## config.mk

```make
export PLATFORM = sky130hd
export DESIGN_NAME = hazard_stall_ctrl_flat
export DESIGN_NICKNAME = d
export VERILOG_FILES = /design/src/rtl/hazard_stall_ctrl_if.sv /design/src/rtl/hazard_stall_ctrl.sv /design/src/flat_wrapper.sv
export SDC_FILE = /design/constraint.sdc
export NUM_CORES = 1
export LEC_CHECK = 0
export ABC_AREA = 1
export BUFFER_PORTS_ARGS = -buffer_cell sky130_fd_sc_hd__buf_2
export CAP_MARGIN = 20
export CORE_ASPECT_RATIO = 1.25
export CORE_MARGIN = 3
export CORE_UTILIZATION = 45
export CTS_CLUSTER_SIZE = 30
export DETAILED_ROUTE_END_ITERATION = 12
export PLACE_DENSITY = 0.65
export SLEW_MARGIN = 20
export SYNTH_ARGS = -nofsm -noshare
export SYNTH_HDL_FRONTEND = slang
export SYNTH_SLANG_ARGS = --single-unit
```

## constraint.sdc

```tcl
create_clock -name clk -period 4.1 [get_ports clk]
set_clock_uncertainty 0.2 [all_clocks]
set_input_delay 0.82 -clock clk [delete_from_list [all_inputs] [get_ports clk]]
set_output_delay 0.82 -clock clk [all_outputs]
set_load 0.01 [all_outputs]
```

## src/rtl/hazard_stall_ctrl_if.sv

```systemverilog
// Decoder-to-interlock bundle for the ID stage of the 6-stage pipeline.
// The master side (decoder) drives the decoded ID instruction; the slave
// side (hazard_stall_ctrl) returns the pipeline enables and the perf counter.
interface hazard_stall_ctrl_if #(
    parameter int CNT_W = 16
);
    logic             id_valid;
    logic [5:0]       id_opcode;
    logic [4:0]       id_rs;
    logic [4:0]       id_rt;
    logic [4:0]       id_rd;
    logic             pc_en;
    logic             ifid_en;
    logic             ifid_flush;
    logic             idex_bubble;
    logic             issue;
    logic [CNT_W-1:0] stall_count;

    modport master (
        output id_valid, id_opcode, id_rs, id_rt, id_rd,
        input  pc_en, ifid_en, ifid_flush, idex_bubble, issue, stall_count
    );

    modport slave (
        input  id_valid, id_opcode, id_rs, id_rt, id_rd,
        output pc_en, ifid_en, ifid_flush, idex_bubble, issue, stall_count
    );
endinterface

```

## src/rtl/hazard_stall_ctrl.sv

```systemverilog
// Interlock controller at the ID stage. A shift-register scoreboard holds the
// destination of each instruction in EX..WB; the ID instruction is held while
// any of its sources is still being produced (no forwarding). Jumps flush the
// single wrong-path fetch. A saturating counter records stall cycles.
module hazard_stall_ctrl #(
    parameter int DEPTH = 4,
    parameter int CNT_W = 16
) (
    input  logic          clk,
    input  logic          rst,
    hazard_stall_ctrl_if.slave bus
);

    localparam logic [5:0] OP_RTYPE = 6'b000000;
    localparam logic [5:0] OP_LW    = 6'b100011;
    localparam logic [5:0] OP_XORI  = 6'b001110;
    localparam logic [5:0] OP_SW    = 6'b101011;
    localparam logic [5:0] OP_J     = 6'b000010;

    typedef struct packed {
        logic       valid;
        logic [4:0] rgn;
    } slot_t;

    // slot 0 = EX, slot DEPTH-1 = WB
    slot_t            r_slots [DEPTH];
    logic [CNT_W-1:0] r_stall_count;

    logic       w_use_rs;
    logic       w_use_rt;
    logic [4:0] w_dst;
    logic       w_hazard;
    logic       w_stall;
    logic       w_issue;

    // Decode which fields are real sources and which is the destination;
    // register 0 is never either, so a zero field simply drops out.
    always_comb begin
        // NOTE: every output gets a default first so no path leaves it unassigned (no latch).
        w_use_rs = 1'b0;
        w_use_rt = 1'b0;
        w_dst    = 5'd0;
        case (bus.id_opcode)
            OP_RTYPE: begin
                w_use_rs = (bus.id_rs != 5'd0);
                w_use_rt = (bus.id_rt != 5'd0);
                w_dst    = bus.id_rd;
            end
            OP_LW, OP_XORI: begin
                w_use_rs = (bus.id_rs != 5'd0);
                w_dst    = bus.id_rt;
            end
            OP_SW: begin
                w_use_rs = (bus.id_rs != 5'd0);
                w_use_rt = (bus.id_rt != 5'd0);
            end
            default: ;
        endcase
    end

    // Compare sources against EX..MEM2 slots; WB is excluded because the
    // register file writes before it reads.
    always_comb begin
        w_hazard = 1'b0;
        if (bus.id_valid) begin
            for (int k = 0; k < DEPTH - 1; k++) begin
                if (r_slots[k].valid) begin
                    if (w_use_rs && (r_slots[k].rgn == bus.id_rs)) w_hazard = 1'b1;
                    if (w_use_rt && (r_slots[k].rgn == bus.id_rt)) w_hazard = 1'b1;
                end
            end
        end
    end

    assign w_stall = w_hazard;
    // Nothing issues while reset is held, even if the decoder shows a valid word.
    assign w_issue = bus.id_valid && !w_stall && !rst;

    assign bus.pc_en       = !w_stall;
    assign bus.ifid_en     = !w_stall;
    assign bus.idex_bubble = w_stall;
    assign bus.issue       = w_issue;
    assign bus.ifid_flush  = w_issue && (bus.id_opcode == OP_J);
    assign bus.stall_count = r_stall_count;

    // Advance the scoreboard one stage per clock; a stalled or empty ID
    // pushes an invalid entry so older producers keep draining.
    always_ff @(posedge clk or posedge rst) begin
        if (rst) begin
            // NOTE: the scoreboard is control state, so every slot is reset; stale valid bits would stall.
            for (int k = 0; k < DEPTH; k++) begin
                r_slots[k] <= '0;
            end
        end else begin
            // NOTE: non-blocking so every slot shifts from its pre-edge neighbour.
            for (int k = 1; k < DEPTH; k++) begin
                r_slots[k] <= r_slots[k-1];
            end
            if (w_issue && (w_dst != 5'd0)) begin
                r_slots[0] <= slot_t'{valid: 1'b1, rgn: w_dst};
            end else begin
                r_slots[0] <= '0;
            end
        end
    end

    // Count stall cycles, holding at all-ones instead of wrapping.
    always_ff @(posedge clk or posedge rst) begin
        if (rst) begin
            r_stall_count <= '0;
        end else if (w_stall && (r_stall_count != {CNT_W{1'b1}})) begin
            r_stall_count <= r_stall_count + 1'b1;
        end
    end

endmodule

```

## src/flat_wrapper.sv

```systemverilog
// flat-port wrapper written by rule: the top's interface ports become plain ports
module hazard_stall_ctrl_flat 
#(
    parameter int DEPTH = 4,
    parameter int CNT_W = 16
)
  (clk, rst, bus_id_valid, bus_id_opcode, bus_id_rs, bus_id_rt, bus_id_rd, bus_pc_en, bus_ifid_en, bus_ifid_flush, bus_idex_bubble, bus_issue, bus_stall_count);
  hazard_stall_ctrl_if #(.CNT_W(CNT_W)) bus_i ();
  input  logic clk;
  input  logic rst;
  input wire logic [$bits(bus_i.id_valid)-1:0] bus_id_valid;
  input wire logic [$bits(bus_i.id_opcode)-1:0] bus_id_opcode;
  input wire logic [$bits(bus_i.id_rs)-1:0] bus_id_rs;
  input wire logic [$bits(bus_i.id_rt)-1:0] bus_id_rt;
  input wire logic [$bits(bus_i.id_rd)-1:0] bus_id_rd;
  output wire logic [$bits(bus_i.pc_en)-1:0] bus_pc_en;
  output wire logic [$bits(bus_i.ifid_en)-1:0] bus_ifid_en;
  output wire logic [$bits(bus_i.ifid_flush)-1:0] bus_ifid_flush;
  output wire logic [$bits(bus_i.idex_bubble)-1:0] bus_idex_bubble;
  output wire logic [$bits(bus_i.issue)-1:0] bus_issue;
  output wire logic [$bits(bus_i.stall_count)-1:0] bus_stall_count;
  assign bus_i.id_valid = bus_id_valid;
  assign bus_i.id_opcode = bus_id_opcode;
  assign bus_i.id_rs = bus_id_rs;
  assign bus_i.id_rt = bus_id_rt;
  assign bus_i.id_rd = bus_id_rd;
  assign bus_pc_en = bus_i.pc_en;
  assign bus_ifid_en = bus_i.ifid_en;
  assign bus_ifid_flush = bus_i.ifid_flush;
  assign bus_idex_bubble = bus_i.idex_bubble;
  assign bus_issue = bus_i.issue;
  assign bus_stall_count = bus_i.stall_count;
  hazard_stall_ctrl #(.DEPTH(DEPTH), .CNT_W(CNT_W)) u_core (.clk(clk), .rst(rst), .bus(bus_i));
endmodule
```

After elaboration in Yosys (flattened, before gate mapping)
Cells that the tools add are included.
{ "word_totals": {"romBits": 0, "latch_bits": 0, "mem_bits_rw": 0, "reg_bits": 34, "in_bits": 24, "out_inout_bits": 21, "elab_cells": 53, "n_memories": 0} }
{ "op_classes": {"n_bitwise": 0, "mux": 14, "eq_ne": 11, "n_mul": 0, "n_lt_le_gt_ge": 0, "shift": 0, "n_div": 0, "reduce_logical": 20, "add_sub_neg": 1} }
{ "ops": {"columns": ["cell", "count"], "rows": [
  ["== test 5 bit", 6],
  ["adder 16 x 1 -> 16 bit, second input constant", 1],
  ["inequality test 16 bit, second input constant", 1],
  ["nonzero test 5 bit", 3],
  ["== test 6 bit, second input constant", 2],
  ["2-to-1 mux 1 bit", 12],
  ["logical AND 1 bit", 11],
  ["case mux 5 bit (2 select lines)", 1],
  ["== test 6 x 2 -> 1 bit, second input constant", 1],
  ["== test 6 x 4 -> 1 bit, second input constant", 1],
  ["zero test 6 bit", 1],
  ["2-to-1 mux 6 bit", 1],
  ["OR reduction 2 bit", 2],
  ["OR reduction 4 bit", 1],
  ["zero test 1 bit", 2]
]} }

Logic depth before layout (Yosys ltp)
Gate-level depths: netlist of run 1.
{ "depth": {"word_depth": 19, "depth_mapped": 14, "depth_no_buf": 13} }

Worst setup path after synthesis of run 1
No wires, ideal clock.
{ "synth_timing": {"kind": "input-to-output", "startpoint": "input bus_id_opcode[5]", "endpoint": "output bus_pc_en", "path_stages": 12, "required_time_ns": 3.080, "n_path_buf": 2, "path_slack_ns": 1.053, "arrival_ns": 2.027, "cell_sequence": "nor2_2 > nand3_1 > nand2_2 > inv_2 > nand2_2 > nand3_1 > nand2_1 > nand2_1 > nand3_4 > buf_4 > nand2_1 > buf_4"} }
{ "synth_between": {"elab_chain_len": 15, "word_cells_on_any_way": 25, "classes_between": "3 x eq/ne; 12 x mux; 10 x reduce/logical"} }
{ "synth_lines": {"columns": ["element", "line_no", "text"], "rows": [
  ["start, declared", "flat_wrapper.sv:12", "input wire logic [$bits(bus_i.id_opcode)-1:0] bus_id_opcode;"],
  ["== test 6 bit, or another cell as far along", "hazard_stall_ctrl.sv:43", "case (bus.id_opcode)"],
  ["OR reduction 4 bit (no source line)", null, null],
  ["2-to-1 mux 1 bit", null, null],
  ["logical AND 1 bit", "hazard_stall_ctrl.sv:68", "if (w_use_rs && (r_slots[k].rgn == bus.id_rs)) w_hazard = 1'b1;"],
  ["2-to-1 mux 1 bit", "hazard_stall_ctrl.sv:68", null],
  ["2-to-1 mux 1 bit", "hazard_stall_ctrl.sv:69", "if (w_use_rt && (r_slots[k].rgn == bus.id_rt)) w_hazard = 1'b1;"],
  ["2-to-1 mux 1 bit", "hazard_stall_ctrl.sv:67", "if (r_slots[k].valid) begin"],
  ["2-to-1 mux 1 bit", "hazard_stall_ctrl.sv:68", null],
  ["2-to-1 mux 1 bit", "hazard_stall_ctrl.sv:69", null],
  ["2-to-1 mux 1 bit", "hazard_stall_ctrl.sv:67", null],
  ["2-to-1 mux 1 bit", "hazard_stall_ctrl.sv:68", null],
  ["2-to-1 mux 1 bit", "hazard_stall_ctrl.sv:69", null],
  ["2-to-1 mux 1 bit *", "hazard_stall_ctrl.sv:67", null],
  ["2-to-1 mux 1 bit *", "hazard_stall_ctrl.sv:65", "if (bus.id_valid) begin"],
  ["zero test 1 bit *", null, null],
  ["end, declared", "flat_wrapper.sv:16", "output wire logic [$bits(bus_i.pc_en)-1:0] bus_pc_en;"]
]} }
Mark *: on every way between the ends. The rest lies on a longest branch, timed or not.

Worst setup path after layout of run 1
{ "layout_timing": {"startpoint": "input bus_id_rt[3]", "endpoint": "output bus_ifid_flush"} }
{ "layout_between": {"elab_chain_len": 16, "word_cells_on_any_way": 21, "classes_between": "3 x eq/ne; 10 x mux; 8 x reduce/logical"} }
{ "layout_lines": {"columns": ["element", "line_no", "text"], "rows": [
  ["start, declared", "flat_wrapper.sv:14", "input wire logic [$bits(bus_i.id_rt)-1:0] bus_id_rt;"],
  ["nonzero test 5 bit", "hazard_stall_ctrl.sv:46, hazard_stall_ctrl.sv:55", null],
  ["2-to-1 mux 1 bit", null, null],
  ["logical AND 1 bit", "hazard_stall_ctrl.sv:69", null],
  ["2-to-1 mux 1 bit", "hazard_stall_ctrl.sv:69", null],
  ["2-to-1 mux 1 bit", "hazard_stall_ctrl.sv:67", null],
  ["2-to-1 mux 1 bit", "hazard_stall_ctrl.sv:68", null],
  ["2-to-1 mux 1 bit", "hazard_stall_ctrl.sv:69", null],
  ["2-to-1 mux 1 bit", "hazard_stall_ctrl.sv:67", null],
  ["2-to-1 mux 1 bit", "hazard_stall_ctrl.sv:68", null],
  ["2-to-1 mux 1 bit", "hazard_stall_ctrl.sv:69", null],
  ["2-to-1 mux 1 bit *", "hazard_stall_ctrl.sv:67", null],
  ["2-to-1 mux 1 bit *", "hazard_stall_ctrl.sv:65", null],
  ["zero test 1 bit *", "hazard_stall_ctrl.sv:77", "assign w_issue = bus.id_valid && !w_stall && !rst;"],
  ["logical AND 1 bit * (2 in series)", "hazard_stall_ctrl.sv:77", null],
  ["logical AND 1 bit *", "hazard_stall_ctrl.sv:83", "assign bus.ifid_flush = w_issue && (bus.id_opcode == OP_J);"],
  ["end, declared", "flat_wrapper.sv:18", "output wire logic [$bits(bus_i.ifid_flush)-1:0] bus_ifid_flush;"]
]} }
Marks and branches as above.

==> results of run 1 <==
final cells by class:
type / count / area share
timing repair buffer: 45 / 0.08930
sequential: 34 / 0.3337
multi-input combinational: 218 / 0.4553
clock buffer: 7 / 0.03386
clock inverter: 1 / 0.001963
tap: 58 / 0.02846
inverter: 39 / 0.05741
per-stage QoR:
step	instance area [um2]	setup WS (ns)	hold slack (ns)	power, mW	utilization
after global routing	2550	0.5221	0.2047	0.6925	0.5591
after global placement	2459	0.8073	0.1742	0.4069	0.5391
final	2550	0.7442	0.1943	0.6570	0.5591
after CTS	2550	0.7452	0.1917	0.6660	0.5591
after floorplan	2202	1.053	0.1540	0.3793	-
after detailed placement	2459	0.7530	0.1762	0.4077	0.5391
routing by layer:
| layer | vias up | track usage |
|---|---|---|
| li1 | 1032 | - |
| met1 | 944 | 0.2287 |
| met2 | 55 | 0.3380 |
| met3 | 12 | 0.04016 |
| met4 | 0 | 0.08318 |
| met5 | - | 0 |
Yosys cell counts, types with 2 or more instances:
master / instances / area [um2]
nand3_4: 2 / 35.03
nand2_2: 3 / 18.77
a22oi_1: 2 / 15.01
buf_2: 2 / 10.01
inv_1: 38 / 142.6
xnor2_1: 22 / 192.7
buf_4: 2 / 15.01
nand3_1: 24 / 120.1
xor2_1: 11 / 96.34
clkbuf_1: 2 / 7.510
nand4_1: 22 / 137.6
nand2_1: 87 / 326.6
nor2_1: 27 / 101.4
nor3_1: 3 / 15.01
dfrtp_1: 34 / 850.8
o21ai_0: 3 / 15.01
nor2_2: 4 / 25.02
cell families (layout without fill, tap and decap cells):
group,count (synthesis),in the layout,synth area share
DFF,34,34,0.3864
adders and majority gates,1,1,0.005681
xor gates and xnor gates,33,33,0.1312
and+or+nand+nor,177,177,0.3705
buffers and inverters,46,92,0.08636
AOI/OAI and AO/OA,7,7,0.01988
worst min-delay path by stage:
stage | depth (start not counted) | from | to | slack [ns]
after global routing | 0 | u_core.r_slots[17]$_DFF_PP0_ | u_core.r_slots[11]$_DFF_PP0_ | 0.20
after floorplan | 0 | u_core.r_slots[17]$_DFF_PP0_ | u_core.r_slots[11]$_DFF_PP0_ | 0.15
after global placement | 0 | u_core.r_slots[17]$_DFF_PP0_ | u_core.r_slots[11]$_DFF_PP0_ | 0.17
after CTS | 0 | u_core.r_slots[17]$_DFF_PP0_ | u_core.r_slots[11]$_DFF_PP0_ | 0.19
after detailed placement | 0 | u_core.r_slots[17]$_DFF_PP0_ | u_core.r_slots[11]$_DFF_PP0_ | 0.18
final | 0 | u_core.r_slots[17]$_DFF_PP0_ | u_core.r_slots[11]$_DFF_PP0_ | 0.19
critical path, stage by stage:
cell      delay [ns]
buf_2           0.13
inv_1           0.14
nand3b_1        0.11
nor2_1          0.14
a21oi_2         0.06
nand3_1         0.08
nand2_1         0.06
nand2_1         0.09
nand3_4         0.22
inv_1           0.14
nand2_1         0.11
nor2_1          0.10
buf_2           0.13
power groups by stage:
stage | logic [mW] | clock network [mW] | registers (mW)
after floorplan | 0.0356 | 0 | 0.344
after global placement | 0.0631 | 0 | 0.344
after detailed placement | 0.0639 | 0 | 0.344
after CTS | 0.0641 | 0.265 | 0.337
after global routing | 0.0722 | 0.283 | 0.337
final | 0.0628 | 0.257 | 0.337
flip-flops by register name, indices dropped and copies added, names as in the netlist:
name	count
u_core.r_slots	18
u_core.bus.stall_count	16
==> flow_summary.json, run 1 <==
{
  "final_common_cell": "nand2_1",
  "syn_inst": 298,
  "hp-class": "reg -> reg",
  "clkLatencyLatePin_ns": 0.28,
  "viasPerCell": 5.082,
  "crit_path_start": "bus_id_rt[3]",
  "r2r_setup_slack_ns": 1.67,
  "cp_max_fo": 19,
  "p_leak_nw": 1.331,
  "placed_cells": 394,
  "nNetsFinal": 368,
  "synth_edf_count": 0,
  "finalHoldViolCount": 0,
  "met3_length_um": 232,
  "drive_gt1_frac": 0.1860,
  "rsz0062_at_grt": "false",
  "area_growth_pct": 15.80,
  "n_fill_cell": 447,
  "setup_viol": 0,
  "yosysWarnings": 0,
  "final_cells": 402,
  "power_switching_mw": 0.1614,
  "ys.flop_type": "dfrtp_1",
  "dieArea_um2": 5774,
  "h-tree-depth": 2,
  "setup.worst_path.class": "in -> out",
  "fp.dieH_um": 84.21,
  "cts_root_buffer": "clkbuf_8",
  "cts-hold-fix-buffers": 0,
  "antenna_found_initial": 0,
  "highest_layer": "met4",
  "maxSlewHeadroom": 0.4715,
  "design.portCount": 45,
  "syn_area_per_cell_um2": 7.390,
  "regArea_um2": 850.8,
  "netlist_area_um2": 2202,
  "drtIter0Drc": 70,
  "synth.yosys.seq_area_share": 0.3864,
  "numPortBuffers": 44,
  "post-cts-setup-buffer-count": 0,
  "r2r_start": "u_core.bus.stall_count[0]$_DFFE_PP0P_",
  "drc": 0,
  "cts_tree": "done",
  "pwr-share-clk": 0.391,
  "rows": 27,
  "seqPwrFrac": 0.514,
  "status": "finished clean",
  "start_util": 0.4829,
  "crit_required_ns": 3.08,
  "p_per_area_nw_per_um2": 257.7,
  "dp_hpwl_um": 4017,
  "endpoint": "bus_ifid_flush",
  "drt_first_pass_iters": 4,
  "wire_per_inst_um": 12.78,
  "fmax_ghz": 0.2980,
  "syn-num-nets": 323,
  "yosysUniqueCellTypes": 27,
  "start_kind": "input pin",
  "numCtsBuffers": 5,
  "sw_frac_of_total": 0.2457,
  "cts_max_path_buffers": 2,
  "grt_pass1_wl_um": 8707,
  "wl_met2_um": 2770,
  "num_vias": 2043,
  "antenna_left": 0,
  "overflow": 0,
  "final_cell_mix": "nand2_1 (87), buf_2 (44), inv_1 (38)",
  "gp_congestion": 0.9061,
  "final.setup.tns_ns": 0,
  "r2r-end": "u_core.bus.stall_count[14]$_DFFE_PP0P_",
  "cap_violations": 0,
  "rr_worst_depth": 7,
  "cts.sinks": 34,
  "multiInputGateArea_um2": 1161,
  "drv_slew": 0,
  "combPwrFrac": 0.096,
  "grt_max_degree": 21,
  "async_reset_ff_frac": 1.000,
  "crit_arrival_ns": 2.34,
  "finalCritPeriodShare": 0.8185,
  "tightest_slew_ns": 0.7919,
  "wl_met1_um": 2019,
  "max-vdd-ir-drop_mv": 0.2225,
  "dieWidth_um": 68.57,
  "grt_usage": 0.1967,
  "end_kind": "primary output",
  "cts.repair.resized": 0,
  "ys_seq_elements": 34,
  "clk_transition_reported_paths_ns": 0.07,
  "diodes": 0,
  "fin_crit_ns": 3.356,
  "p_int_mw": 0.4956,
  "coreArea_um2": 4561,
  "first_global_vias": 1990,
  "wl_um": 5138
}
Note: power is estimated with default switching activity, not from simulation.
==> run 2: changes to the inputs <==
==> constraint.sdc (replaced) <==
create_clock -name clk -period 3.2 [get_ports clk]
set_clock_uncertainty 0.2 [all_clocks]
set_input_delay 0.64 -clock clk [delete_from_list [all_inputs] [get_ports clk]]
set_output_delay 0.64 -clock clk [all_outputs]
set_load 0.01 [all_outputs]
==> flow_summary.json, run 2 (synthesis gave the netlist of run 1 again) <==
{
  "first_global_vias": 1874,
  "wl_um": 5114,
  "num_vias": 2017,
  "cp_max_fo": 4,
  "drv_slew": 0,
  "r2r-end": "u_core.bus.stall_count[9]$_DFFE_PP0P_",
  "gp_congestion": 0.9629,
  "combPwrFrac": 0.096,
  "rows": 27,
  "max-vdd-ir-drop_mv": 0.2220,
  "fin_crit_ns": 2.747,
  "r2r_start": "u_core.bus.stall_count[0]$_DFFE_PP0P_",
  "drt_first_pass_iters": 4,
  "multiInputGateArea_um2": 1161,
  "drive_gt1_frac": 0.1908,
  "rsz0062_at_grt": "false",
  "grt_usage": 0.1940,
  "fp.dieH_um": 84.21,
  "status": "finished clean",
  "dieWidth_um": 68.57,
  "critPathTopFamily": "simple AND/OR/NAND/NOR gates",
  "antenna_left": 0,
  "critPathBufInv": 4,
  "diodes": 0,
  "overflow": 0,
  "sw_frac_of_total": 0.2467,
  "dp_hpwl_um": 3933,
  "critPathMaxStageDelay_ns": 0.15,
  "final_cell_mix": "nand2_1 (87), buf_2 (44), inv_1 (38)",
  "start_util": 0.4829,
  "cp_cell_sequence": "buf_2 -> nor2_2 -> nand3_1 -> nand2_2 -> inv_2 -> nand2_2 -> nand3_1 -> nand2_1 -> nand2_1 -> nand3_4 -> inv_1 -> nand2_1 -> nor2_1 -> buf_2",
  "maxSlewHeadroom": 0.5904,
  "cts_tree": "done",
  "design.portCount": 45,
  "final_cells": 404,
  "p_int_mw": 0.6350,
  "finalCritPeriodShare": 0.8584,
  "start_kind": "input pin",
  "placed_cells": 396,
  "crit_arrival_ns": 1.91,
  "tightest_slew_ns": 0.6126,
  "regArea_um2": 850.8,
  "seqPwrFrac": 0.513,
  "finalHoldViolCount": 0,
  "crit_required_ns": 2.36,
  "crit_path_start": "bus_id_opcode[3]",
  "cts.sinks": 34,
  "drc": 0,
  "grt_max_degree": 35,
  "fmax_ghz": 0.3640,
  "coreArea_um2": 4561,
  "r2r_setup_slack_ns": 0.82,
  "clkLatencyLatePin_ns": 0.29,
  "p_leak_nw": 1.341,
  "n_fill_cell": 482,
  "antenna_found_initial": 0,
  "path_depth": 14,
  "pwr-share-clk": 0.391,
  "dieArea_um2": 5774,
  "grt_pass1_wl_um": 8411,
  "final_cell_area_um2": 2565,
  "post-cts-setup-buffer-count": 0,
  "p_per_area_nw_per_um2": 328.6,
  "area_growth_pct": 16.48,
  "final.setup.tns_ns": 0,
  "wire_per_inst_um": 12.66,
  "numPortBuffers": 44,
  "viasPerCell": 4.993,
  "endpoint": "bus_ifid_flush",
  "clk_transition_reported_paths_ns": 0.07,
  "end_kind": "primary output",
  "drtIter0Drc": 138,
  "cts-hold-fix-buffers": 0,
  "nNetsFinal": 370,
  "top_register": "u_core.r_slots",
  "h-tree-depth": 2,
  "hp-class": "reg -> reg",
  "numCtsBuffers": 5,
  "power_switching_mw": 0.2079,
  "cts.repair.resized": 0,
  "rr_worst_depth": 7,
  "final_common_cell": "nand2_1",
  "cts_max_path_buffers": 2,
  "largest_reg_flops": 18,
  "cts_root_buffer": "clkbuf_8",
  "dpl-instance-area_um2": 2474,
  "critPathMostFrequentCell": "nand2_1",
  "cap_violations": 0,
  "setup.worst_path.class": "in -> out",
  "setup_viol": 0,
  "cp_slowest_cell": "nor2_2"
}
run 2: changes by cell type in the layout (fill, tap and decap cells not counted):
cell and delta:
buf_4 +2
run 2: metal layers:
layer  wire length [um]  vias to the layer above  global-route usage  part of all wire
li1                   -                     1034                   -                 -
met1               2045                      930              0.2287              0.40
met2               2739                       46              0.3388              0.54
met3                247                        7             0.04150             0.048
met4                 81                        0             0.06148             0.016
met5                  0                        -                   0                 0
run 2: area by class of cell:
cell class,count,share of cell area
clock buffers,7,0.03366
clock inverters,1,0.001951
multi-input cells,218,0.4527
well taps,58,0.02829
flip-flops and latches,34,0.3317
inverters,39,0.05707
repair buffers,47,0.09463
run 2: worst register-to-register path, cell delays in order, from the launching register on:
cell and delay (ns):
dfrtp_1 0.40, ha_1 0.25, nand3_1 0.20, nor3_1 0.23
nand3_1 0.48, nand3_4 0.41, nand2_1 0.09, nand2_1 0.07
run 2: power by group through the flow:
stage	clock (mW)	sequential (mW)	combinational [mW]
floorplan	0	0.440	0.0456
CTS	0.339	0.432	0.0826
global placement	0	0.441	0.0818
finish	0.330	0.432	0.0806
detailed placement	0	0.441	0.0822
global route	0.358	0.432	0.0903
run 2: how the worst min path moves through the flow:
stage                                  from                            to  slack (ns)  cells past startpoint
2_1_floorplan  u_core.r_slots[17]$_DFF_PP0_  u_core.r_slots[11]$_DFF_PP0_        0.15                      0
3_3_place_gp   u_core.r_slots[17]$_DFF_PP0_  u_core.r_slots[11]$_DFF_PP0_        0.17                      0
3_5_place_dp   u_core.r_slots[17]$_DFF_PP0_  u_core.r_slots[11]$_DFF_PP0_        0.17                      0
4_1_cts        u_core.r_slots[17]$_DFF_PP0_  u_core.r_slots[11]$_DFF_PP0_        0.18                      0
5_1_grt        u_core.r_slots[17]$_DFF_PP0_  u_core.r_slots[11]$_DFF_PP0_        0.20                      0
6_report       u_core.r_slots[17]$_DFF_PP0_  u_core.r_slots[11]$_DFF_PP0_        0.18                      0
run 2: metrics by stage:
step / hold slack [ns] / utilization / worst slack, ns / power (mW)
after floorplan: 0.1540 / - / 0.5133 / 0.4859
after global placement: 0.1727 / 0.5424 / 0.4574 / 0.5223
final: 0.1769 / 0.5624 / 0.4530 / 0.8429
after detailed placement: 0.1707 / 0.5424 / 0.4383 / 0.5227
after global routing: 0.1953 / 0.5624 / 0.2800 / 0.8802
after CTS: 0.1805 / 0.5624 / 0.4354 / 0.8538
